===== src/rtl/conv_wload_pkg.sv =====
// rtl/conv_wload_pkg.sv - shared widths and kernel geometry for the conv weight-load path
package conv_wload_pkg;

  localparam int DEF_DWIDTH = 16;
  localparam int DEF_AWIDTH = 12;
  localparam int DEF_FSIZE  = 5;

  // words in one square kernel
  function automatic int kernel_words(input int fsize);
    return fsize * fsize;
  endfunction

  localparam int DEF_WCOUNT = kernel_words(DEF_FSIZE);

endpackage


===== src/rtl/conv_wload.sv =====
// rtl/conv_wload.sv - kernel weight-load sequencer feeding the conv weight shift register
module conv_wload
  import conv_wload_pkg::*;
#(
  parameter int DWIDTH = DEF_DWIDTH,
  parameter int AWIDTH = DEF_AWIDTH,
  parameter int FSIZE  = DEF_FSIZE,
  parameter int RD_LAT = 1
) (
  input  logic              clk,
  input  logic              rst,
  input  logic              start,
  input  logic [AWIDTH-1:0] base_addr,
  output logic              mem_re,
  output logic [AWIDTH-1:0] mem_addr,
  input  logic [DWIDTH-1:0] mem_rdata,
  output logic              wreg_we,
  output logic [DWIDTH-1:0] read_data,
  output logic              busy,
  output logic              done
);

  localparam int NWORDS = kernel_words(FSIZE);
  localparam int CW     = $clog2(NWORDS);

  typedef enum logic [1:0] {
    S_IDLE  = 2'd0,
    S_ISSUE = 2'd1,
    S_DRAIN = 2'd2,
    S_DONE  = 2'd3
  } state_t;

  state_t            state;
  logic [CW-1:0]     cnt;
  logic [CW-1:0]     cnt_inc;
  logic [AWIDTH-1:0] base_q;
  logic [RD_LAT-1:0] vld;
  logic              reads_behind;

  // Data goes straight through; the register only looks at it when wreg_we is high.
  assign read_data = mem_rdata;
  assign wreg_we   = vld[RD_LAT-1];
  assign cnt_inc   = cnt + CW'(1);
  // Any read still travelling behind the one currently at the output tap.
  assign reads_behind = |(vld << 1);

  // Valid delay line: each read's valid bit reaches wreg_we in the cycle its data arrives.
  for (genvar i = 0; i < RD_LAT; i++) begin : g_vld
    if (i == 0) begin : g_head
      // first stage samples the read strobe
      always_ff @(posedge clk or posedge rst) begin
        if (rst) vld[0] <= 1'b0;
        else     vld[0] <= mem_re;
      end
    end else begin : g_tail
      // later stages age the valid bit by one cycle each
      always_ff @(posedge clk or posedge rst) begin
        if (rst) vld[i] <= 1'b0;
        else     vld[i] <= vld[i-1];
      end
    end
  end

  // Sequencer: issue one kernel of reads, wait for the last return, then pulse done.
  always_ff @(posedge clk or posedge rst) begin
    if (rst) begin
      state    <= S_IDLE;
      cnt      <= '0;
      base_q   <= '0;
      mem_re   <= 1'b0;
      mem_addr <= '0;
      busy     <= 1'b0;
      done     <= 1'b0;
    end else begin
      case (state)
        S_IDLE: begin
          if (start) begin
            base_q   <= base_addr;
            cnt      <= '0;
            mem_re   <= 1'b1;
            mem_addr <= base_addr;
            busy     <= 1'b1;
            state    <= S_ISSUE;
          end
        end
        S_ISSUE: begin
          if (cnt == CW'(NWORDS - 1)) begin
            mem_re <= 1'b0;
            state  <= S_DRAIN;
          end else begin
            cnt      <= cnt_inc;
            mem_addr <= base_q + AWIDTH'(cnt_inc);
          end
        end
        S_DRAIN: begin
          // final word is being written now and nothing else is in flight
          if (wreg_we && !reads_behind) begin
            busy  <= 1'b0;
            done  <= 1'b1;
            state <= S_DONE;
          end
        end
        S_DONE: begin
          done  <= 1'b0;
          state <= S_IDLE;
        end
        default: state <= S_IDLE;
      endcase
    end
  end

endmodule


===== config.mk =====
export PLATFORM = sky130hd
export DESIGN_NAME = conv_wload
export DESIGN_NICKNAME = d
export VERILOG_FILES = /design/src/rtl/conv_wload_pkg.sv /design/src/rtl/conv_wload.sv
export SDC_FILE = /design/constraint.sdc
export NUM_CORES = 1
export LEC_CHECK = 0
export ABC_CLOCK_PERIOD_IN_PS = 2310
export CAP_MARGIN = 20
export CORE_UTILIZATION = 40
export CTS_BUF_LIST = sky130_fd_sc_hd__clkbuf_4 sky130_fd_sc_hd__clkbuf_8
export CTS_CLUSTER_SIZE = 12
export DETAILED_ROUTE_END_ITERATION = 10
export HOLD_SLACK_MARGIN = 0.06
export PLACE_DENSITY_LB_ADDON = 0.05
export SYNTH_ARGS = -nofsm -noshare
export SYNTH_HDL_FRONTEND = slang
export SYNTH_SLANG_ARGS = --single-unit
export TNS_END_PERCENT = 20

===== constraint.sdc =====
create_clock -name clk -period 2.31 [get_ports clk]
set_input_delay 0.3465 -clock clk [delete_from_list [all_inputs] [get_ports clk]]
set_output_delay 0.3465 -clock clk [all_outputs]
set_load 0.1 [all_outputs]

# Word level (Yosys, flattened, before mapping)
# Index checks and enable logic that the tools add are counted.
[op_classes]
n_eq_ne = 8
muxes = 17
shift = 0
bitwise = 0
reduce_logical = 10
add_sub_neg = 2
div_mod_pow = 0
mul = 0
n_lt_le_gt_ge = 0
[op_table]
columns = ["op", "count"]
rows = [
  ["12-bit 2-to-1 mux", 2],
  ["12-bit one-hot mux with 2 select lines", 1],
  ["12-bit by 5-bit adder with 12-bit output", 1],
  ["3-bit AND reduction", 4],
  ["5-bit 2-to-1 mux", 2],
  ["5-bit one-hot mux with 2 select lines", 1],
  ["2-bit inequality test (second input constant)", 4],
  ["2-bit one-hot mux with 4 select lines", 1],
  ["2-bit 2-to-1 mux", 3],
  ["1-bit one-hot mux with 2 select lines", 3],
  ["2-bit nonzero test", 3],
  ["5-bit by 1-bit adder with 5-bit output (second input constant)", 1],
  ["5-bit equality test (second input constant)", 1],
  ["2-bit equality test (second input constant)", 2],
  ["1-bit 2-to-1 mux", 4],
  ["2-bit AND reduction", 2],
  ["2-bit by 1-bit equality test with 1-bit output (second input constant)", 1],
  ["2-bit logical NOT", 1],
]
[totals]
in_bits = 31
ramBits = 0
latch_bits = 0
elab_cells = 45
output_inout_bits = 32
rom_bits = 0
reg_bits = 35
mem_count = 0

# Longest topological paths before layout
# Gate-level depths: netlist (run 1).
[depth]
word_depth = 4
depth_mapped = 9
depth_no_buf = 9

# Worst setup path before layout (run 1)
# OpenSTA, ideal clock, no wires.
[synth_timing]
path_kind = "register to register"
startpoint = "register cnt[0]"
endpoint = "register mem_addr[6]"
path_buffers = 0
setup_ps = 141
path_stages_with_launch = 9
t_required_ps = 2169
synth_period_minus_slack_ps = 2124
t_arrival_ps = 1983
slack_ps = 186
path_cell_list = "dfrtp_1 > inv_1 > ha_1 > fa_1 > a211oi_1 > o21bai_1 > nand2_1 > xor2_1 > o221ai_1"
[synth_between]
elab_chain_len = 4
elab_cells_between_ends = 7
cone_classes = "2 x add/sub; 2 x eq/ne; 2 x mux; 1 x reduce/logical"
[synth_lines]
columns = ["element", "line_no", "text"]
rows = [
  ["start, declared", "conv_wload.sv:34", "logic [CW-1:0] cnt;"],
  ["start signal, assigned", "conv_wload.sv:91", "cnt <= cnt_inc;"],
  ["5-bit by 1-bit adder with 5-bit output", "conv_wload.sv:43", "assign cnt_inc = cnt + CW'(1);"],
  ["12-bit by 5-bit adder with 12-bit output", "conv_wload.sv:92", "mem_addr <= base_q + AWIDTH'(cnt_inc);"],
  ["12-bit 2-to-1 mux", "conv_wload.sv:87", "if (cnt == CW'(NWORDS - 1)) begin"],
  ["12-bit one-hot mux with 2 select lines", "conv_wload.sv:75", "case (state)"],
  ["end signal, assigned", "conv_wload.sv:81", "mem_addr <= base_addr;"],
  ["end signal, assigned", "conv_wload.sv:92", ""],
  ["end, declared", "conv_wload.sv:15", "output logic [AWIDTH-1:0] mem_addr,"],
]
# Several ways; a longest one is shown, not always the timed one. The select of a mux whose other input is x is not followed.
# A chain may end at the register's enable or synchronous reset.

# Worst setup path in the final report (run 1)
[layout_timing]
startpoint = "register cnt[0]"
endpoint = "register mem_addr[8]"
# Same word-level chain as after synthesis.

==> run metrics, run 1 <==
Die X-Extent 74.0 µm; # fillers 481; total track usage 19.2%; Post-synth EDFFs 0; post-cts hold buffer count 0; Primary FF master, synth dfrtp_1; HP Class flop to flop; Worst-Margin Slew 0.456 ns; Die Y-Extent 74.0 µm; wire length on met3 191 µm; Peak VDD IR 847 µV; number of I/O port buffers 30; DR DRC count 0; Final setup viols 0; synth-to-layout area growth 20.7%; P_leak 1.19 nW; root buf cell clkbuf_8; initial antenna violation count 0; first-pass GRT wire length 7790 µm; Rel. slew slack 69.6%; CTS tree built; vias in the first global route 1,668; initial DRC count 62; Setup Skew 0.00713 ns; RSZ-0062 raised after global routing true; CP Launch Type flop; Overall Power 0.00406 W; Routed WL 4590 µm; Setup TNS 0 ns; Initial Util 42.8%; top layer in use met4; M1 WL 2310 µm; CP startpoint cnt[0]; Die ar. 5480 µm²; GRT overflow 0; Seq cells post-synth 35; Core ar. 4850 µm²; Slew Viols, Final 0; Crit. End Element flop; Detail Route met2 WL 2020 µm; hold_ws 0.420 ns; Via density 5.04; Final Critical Period 2.19 ns; Post-Syn Instances 236; Crit path required time 2.54 ns; clock slew seen by the registers of the worst setup and hold paths 0.07 ns; Placed Instances 324; fin cells 333; synthesized area 2080 µm²; outcome complete, no violations; PD cells 1620 nW/µm²; worst skew pair latency 0.29 ns; cells along the critical path ha_2 -> nand3_1 -> xnor2_2 -> ha_1 -> o21ai_2 -> o21bai_2 -> nand4_1 -> or4_1 -> nand3_1; I/O Pins 63; Post-synth ARST share 100%; Pre-Repair DR Iteration Count 4; Distinct cells, synth 41; layout cells sized above 1 19.2%; Crit Path Category flop to flop; crit-path max FO 5; clock sink count 35; Nets 308; placed cell area 2380 µm²; fmax 457 MHz; Vias 1,678; CP max stage cell or4_1; syn nets 279; register area share after synthesis 42.2%; final hold vios 0; H-tree depth 2; r2r startpoint cnt[0]; ANT cells 0; maximum number of pins on one net before global-route repair 36; GPL Wtd Cong 0.735; critical path arrival 2.42 ns; Worst Hold Launch mem_re; slowest stage delay, CP 0.41 ns; hpwl dp 3400 µm; cell mode on critical path nand3_1; Avg Cell Area, Syn 8.80 µm²; max_cap viols 0; row count 25; ANT nets after route 0; deepest clock path buffer count 2; Design Area, Final 2500 µm²; DR WL/cell 13.8 µm; Tcrit/Tclk final 94.7%; CTS buffer count 5; Warnings, synthesis 0
-- worst max-delay path, delay by kind of cell, from the launching register on --
| family | cells | cell delay, ns |
|---|---|---|
| compound gates | 2 | 0.26 |
| xor+xnor | 1 | 0.19 |
| fa+ha+maj | 2 | 0.52 |
| flops | 1 | 0.40 |
| simple gates | 4 | 0.75 |
-- final cells by class --
type	count	area (µm²)	share of cell area [%]
Clock buffer	7	83.8	3.35
Inverter	6	22.5	0.899
Clock inverter	1	5.00	0.200
Tap cell	67	83.8	3.35
Multi-Input combinational cell	171	1050	42.0
Sequential cell	35	877	35.0
Timing Repair Buffer	46	380	15.2
-- layer usage --
layer / vias up / track usage [%]
li1: 856 / -
met2: 36 / 29.7
met5: - / 0
met4: 0 / 8.55
met1: 777 / 25.9
met3: 9 / 3.93
-- report_power, final --
part / leakage (nW) / switching [W] / total, W / internal, W
clock network: 0.0491 / 0.000224 / 0.000459 / 0.000235
logic: 0.710 / 0.00172 / 0.00253 / 0.000813
registers: 0.429 / 0.000195 / 0.00107 / 0.000873
-- cell usage after synthesis, types with 4 or more instances --
cell type	count	area share (%)
nand3_1	8	1.9
nor2_1	5	0.90
nand2b_1	5	1.5
dfrtp_1	35	42
xor2_1	4	1.7
xnor2_1	5	2.1
o21ai_0	13	3.1
inv_1	6	1.1
ha_1	11	6.6
nand2_1	61	11
o211ai_1	4	1.4
buf_4	16	5.8
clkbuf_1	6	1.1
o21ai_1	8	1.9
a21oi_1	13	3.1
-- layout by cell type, fill, tap and decap left out, types with 6 or more instances in the layout --
master | synthesis | final
inv_1 | 6 | 6
nand3_1 | 8 | 8
ha_1 | 11 | 9
a21oi_1 | 13 | 13
clkdlybuf4s50_1 | 0 | 14
dfrtp_1 | 35 | 34
o21ai_0 | 13 | 13
buf_4 | 16 | 32
nand2_1 | 61 | 61
o21ai_1 | 8 | 7
-- path summary, 6_finish.rpt --
path	to	slack [ns]	cells after the start
max	mem_addr[8]	0.12	9
min	wreg_we	0.42	0
max reg2reg	mem_addr[8]	0.12	9
min reg2reg	wreg_we	0.42	0
max in group asynchronous	cnt[2]	1.51	3
min in group asynchronous	base_q[10]	0.46	3
-- registers in the layout (all words and copies together), names as in the netlist --
name / flops
cnt: 5
base_q: 12
wreg_we: 1
state: 2
mem_addr: 12
done: 1
busy: 1
mem_re: 1
-- logic make-up (layout without fill, tap and decap cells) --
kind of cell / Yosys count / in the layout / synth area share, %
compound gates: 53 / 53 / 15.9
xor+xnor: 9 / 9 / 3.80
fa+ha+maj: 12 / 12 / 7.59
buf+inv: 30 / 60 / 8.44
flops: 35 / 35 / 42.2
mux: 3 / 3 / 1.45
simple gates: 94 / 94 / 20.7
-- timing repair --
item	4_1_cts	5_1_grt
buffers inserted	0	1
resized for setup	0	8
setup endpoints to repair	0	7
-- metrics by stage --
step,worst slack (ns),util [%]
2_1_floorplan,0.186,-
3_3_place_gp,0.0441,49.1
3_5_place_dp,0.0387,49.1
4_1_cts,0.0106,50.9
5_1_grt,-0.0410,51.7
6_report,0.123,51.7
No activity file was read; power rests on OpenSTA's default activity.
==> run 2: changes to the inputs <==
Settings changed: ABC_CLOCK_PERIOD_IN_PS 2310 to 2600.
Clock period 2.31 ns to 2.6 ns, I/O delays scaled along.
==> run metrics, run 2 (synthesized netlist as in run 1, its figures left out) <==
Tcrit/Tclk final 89.8% (-4.9 points); outcome complete, no violations; HP Class flop to flop; Worst Setup Slack post-DPL 0.290 ns (+0.252 ns); RSZ-0062 raised after global routing false; Clock power frac 11.6% (+0.3 points); critical path arrival 2.56 ns (+0.14 ns); maximum number of pins on one net before global-route repair 36 (unchanged); vias in the first global route 1,645 (-1.4%); Crit. End Element flop; commonest cells after routing, fill and taps aside nand2_1 (61), dfrtp_1 (35), buf_4 (23), clkdlybuf4s50_1 (14); Slew Viols, Final 0 (unchanged); post-cts hold buffer count 0 (unchanged); Vias 1,669 (-0.54%); Crit Path Category flop to flop; clock sink count 35 (unchanged); placed cell area 2320 µm² (-2.5%); # fillers 486 (+1.0%); sw frac 53.6% (+0.88 points); worst skew pair latency 0.29 ns (about the same); hpwl dp 3340 µm (-1.8%); initial DRC count 100 (+61%); Final setup viols 0 (unchanged); deepest clock path buffer count 2 (unchanged); most common cell after layout, fill and taps aside nand2_1; Peak VDD IR 740 µV (-13%); CP Launch Type flop; NetSw 0.00187 W (-13%); GRT overflow 0 (unchanged); Via density 5.15 (+2.2%); final hold vios 0 (unchanged); fmax 428 MHz (-6.3%); DR WL/cell 14.1 µm (+2.3%); ANT cells 0 (unchanged); Worst-Margin Slew 0.488 ns (+0.0314 ns); I/O Pins 63 (unchanged); layout cells sized above 1 13.2% (-5.9 points); Setup Skew 0.00857 ns (+0.00144 ns); Post-CTS Setup Bufs 0 (unchanged); Routed WL 4570 µm (-0.50%); first-pass GRT wire length 7910 µm (+1.5%); Comb pwr share 61.1% (-1.3 points); row count 25 (unchanged); clock slew seen by the registers of the worst setup and hold paths 0.07 ns (about the same); P_leak 1.14 nW (-4.4%); ANT nets after route 0 (unchanged); Rel. slew slack 67.5% (-2.1 points); Core ar. 4850 µm² (unchanged); max_cap viols 0 (unchanged); Crit path required time 2.83 ns (+0.29 ns); Final Critical Period 2.34 ns (+0.148 ns); total track usage 19.1% (-0.034 points); Die ar. 5480 µm² (unchanged); Die Y-Extent 74.0 µm (unchanged); CTS tree built; root buf cell clkbuf_8; Setup TNS 0 ns (unchanged); Pre-Repair DR Iteration Count 4 (unchanged); number of I/O port buffers 30 (unchanged); Util after Layout 49.7% (-2.0 points); crit-path max FO 6 (+1); hold_ws 0.441 ns (+0.0207 ns); # resized after CTS 0 (unchanged); CTS buffer count 5 (unchanged); initial antenna violation count 0 (unchanged); Int Power 0.00162 W (-16%); Reg power frac 27.3% (+1.0 points); PnR worst setup slack 0.265 ns (+0.142 ns); GPL Wtd Cong 0.732 (-0.41%); Die X-Extent 74.0 µm (unchanged); largest registers base_q (12), mem_addr (12), cnt (5); DR DRC count 0 (unchanged); Initial Util 42.8% (unchanged); synth-to-layout area growth 16.0%; Nets 299 (-2.9%); PD cells 1450 nW/µm² (-11%); Design Area, Final 2410 µm² (-3.8%); H-tree depth 2 (unchanged)
-- run 2: cell count changes in the layout (fill, tap and decap cells not counted), sizes merged --
cell  delta
buf      -9
-- run 2: cell type report --
class / instances / area [µm²] / area share (%)
clock buffer: 7 / 83.8 / 3.48
inverter: 6 / 22.5 / 0.935
sequential: 35 / 876 / 36.4
tap: 67 / 83.8 / 3.48
timing repair buffer: 37 / 313 / 13.0
multi-input combinational: 171 / 1020 / 42.5
clock inverter: 1 / 5.00 / 0.208
-- run 2: per-layer routing --
metal / wire length, µm / GRT usage [%] / share of wire [%] / vias to the layer above
li1: - / - / - / 842
met1: 2230 / 25.6 / 49 / 774
met2: 2040 / 30.5 / 45 / 43
met3: 235 / 4.07 / 5.1 / 10
met4: 65 / 7.05 / 1.4 / 0
met5: 0 / 0 / 0 / -
-- run 2: worst paths after layout --
path / cells after the start / slack (ns) / endpoint / startpoint
max reg2reg: 9 / 0.26 / mem_addr[8] / cnt[0]
max: 9 / 0.26 / mem_addr[8] / cnt[0]
max in group asynchronous: 3 / 1.76 / mem_addr[0] / rst
min in group asynchronous: 3 / 0.50 / base_q[6] / rst
min: 0 / 0.44 / wreg_we / mem_re
min reg2reg: 0 / 0.44 / wreg_we / mem_re
-- run 2: worst max-delay path, cell delays in order, from the launching register on --
cell,delay [ns]
dfrtp_1,0.40
ha_1,0.20
nand3_1,0.09
xnor2_1,0.18
ha_1,0.39
o21ai_1,0.11
o21bai_1,0.25
nand4_1,0.15
or4_1,0.41
nand3_1,0.09
-- run 2: power by group through the flow --
stage / Sequential (W) / Clock [W] / Combinational [W]
floorplan: 0.00165 / 0 / 0.00105
global placement: 0.000963 / 0 / 0.00214
detailed placement: 0.000961 / 0 / 0.00214
CTS: 0.000953 / 0.000416 / 0.00216
global route: 0.000993 / 0.000435 / 0.00234
finish: 0.000953 / 0.000405 / 0.00213
-- run 2: stage by stage --
stage | total power (W) | instances
CTS | 0.00352 | 324
finish | 0.00349 | 324
floorplan | 0.00270 | 236
detailed placement | 0.00311 | 316
global route | 0.00376 | 324
global placement | 0.00310 | 316
==> run 3: changes to the inputs <==
Settings changed: MAX_ROUTING_LAYER set to met4.
==> run metrics, run 3 (synthesized netlist as in run 1, its figures left out) <==
outcome complete, no violations; row count 25 (unchanged); Worst Setup Slack post-DPL 0.290 ns (unchanged); RSZ-0062 raised after global routing false; Setup TNS 0 ns (unchanged); post-cts hold buffer count 0 (unchanged); first-pass GRT wire length 7910 µm (about the same); Setup Skew 0.00857 ns (-0.000000580 ns); CTS tree built; synth-to-layout area growth 16.0% (unchanged); Worst-Margin Slew 0.488 ns (-0.00000155 ns); Final Critical Period 2.34 ns (+0.00000100 ns); vias in the first global route 1,644 (-0.061%); hold_ws 0.441 ns (unchanged); Crit. End Element flop; area occupied by multi-input gates 1020 µm² (unchanged); HP Class flop to flop; deepest clock path buffer count 2 (unchanged); Via density 5.15 (unchanged); Hold Path Stages 0 (unchanged); final hold vios 0 (unchanged); # resized after CTS 0 (unchanged); Vias 1,669 (unchanged); worst skew pair latency 0.29 ns (about the same); Routed WL 4570 µm (about the same); root buf cell clkbuf_8; max_cap viols 0 (unchanged); register area 876 µm² (unchanged); layout cells sized above 1 13.2% (unchanged); GRT overflow 0 (unchanged); Overall Power 0.00349 W (about the same); fmax 428 MHz (unchanged); hpwl dp 3340 µm (unchanged); number of I/O port buffers 30 (unchanged); Pre-Repair DR Iteration Count 4 (unchanged); Nets 299 (unchanged); H-tree depth 2 (unchanged); Crit path required time 2.83 ns (about the same); Crit Path Category flop to flop; Final setup viols 0 (unchanged); initial DRC count 100 (unchanged); total track usage 19.7% (+0.61 points); Rel. slew slack 67.5% (about the same); largest registers base_q (12), mem_addr (12), cnt (5); PD cells 1450 nW/µm² (about the same); initial antenna violation count 0 (unchanged); ANT cells 0 (unchanged); GPL Wtd Cong 0.741 (+1.2%); Core ar. 4850 µm² (unchanged); Post-CTS Setup Bufs 0 (unchanged); Die X-Extent 74.0 µm (unchanged); crit-path max FO 6 (unchanged); r2r worst-path depth 9 (unchanged); CTS buffer count 5 (unchanged); clock slew seen by the registers of the worst setup and hold paths 0.07 ns (about the same); Tcrit/Tclk final 89.8% (about the same); Initial Util 42.8% (unchanged); ANT nets after route 0 (unchanged); Die Y-Extent 74.0 µm (unchanged); Die ar. 5480 µm² (unchanged); PnR worst setup slack 0.265 ns (-0.00000100 ns); Register-to-Register Setup Slack 0.26 ns (about the same); most common cell after layout, fill and taps aside nand2_1; CP Launch Type flop; P_leak 1.14 nW (unchanged); clock sink count 35 (unchanged); # fillers 486 (unchanged); I/O Pins 63 (unchanged); Util after Layout 49.7% (unchanged); Slew Viols, Final 0 (unchanged); DR WL/cell 14.1 µm (about the same); Peak VDD IR 740 µV (about the same); maximum number of pins on one net before global-route repair 36 (unchanged); DR DRC count 0 (unchanged); commonest cells after routing, fill and taps aside nand2_1 (61), dfrtp_1 (35), buf_4 (23), clkdlybuf4s50_1 (14); critical path arrival 2.56 ns (about the same)
[run 3: cell counts in the layout (fill, tap and decap cells not counted)]
Identical to the previous run, type by type.
[run 3: final cells by class]
| cell class | instances | area share [%] |
|---|---|---|
| Multi-Input combinational cell | 171 | 42.5 |
| Clock buffer | 7 | 3.48 |
| Inverter | 6 | 0.935 |
| Timing Repair Buffer | 37 | 13.0 |
| Clock inverter | 1 | 0.208 |
| Sequential cell | 35 | 36.4 |
| Tap cell | 67 | 3.48 |
[run 3: worst paths after layout]
check / to / start
max in group asynchronous: mem_addr[0] / rst
worst min register to register: wreg_we / mem_re
worst min-delay path: wreg_we / mem_re
worst max register to register: mem_addr[8] / cnt[0]
worst max-delay path: mem_addr[8] / cnt[0]
min in group asynchronous: base_q[6] / rst
[run 3: layer usage]
metal / track usage, % / vias to the layer above / share of wire, %
met5: - / - / 0
met4: 7.05 / 0 / 1.4
met3: 3.93 / 10 / 5.0
met2: 30.5 / 43 / 45
met1: 25.7 / 774 / 49
li1: - / 842 / -
[run 3: report_power, final]
group | switching (W) | internal, W | total (W)
sequential | 0.000178 | 0.000775 | 0.000953
clock | 0.000196 | 0.000209 | 0.000405
combinational | 0.00150 | 0.000637 | 0.00213
total | 0.00187 | 0.00162 | 0.00349
[run 3: metrics by stage]
stage | cell area, µm² | std cells
after floorplan | 2080 | 236
after global placement | 2320 | 316
after detailed placement | 2320 | 316
after CTS | 2410 | 324
after global routing | 2410 | 324
final | 2410 | 324
[run 3: worst max-delay path: stages (launching register included)]
cell and delay, ns:
dfrtp_1 0.40, ha_1 0.20, nand3_1 0.09, xnor2_1 0.18, ha_1 0.39, o21ai_1 0.11, o21bai_1 0.25, nand4_1 0.15
or4_1 0.41, nand3_1 0.09
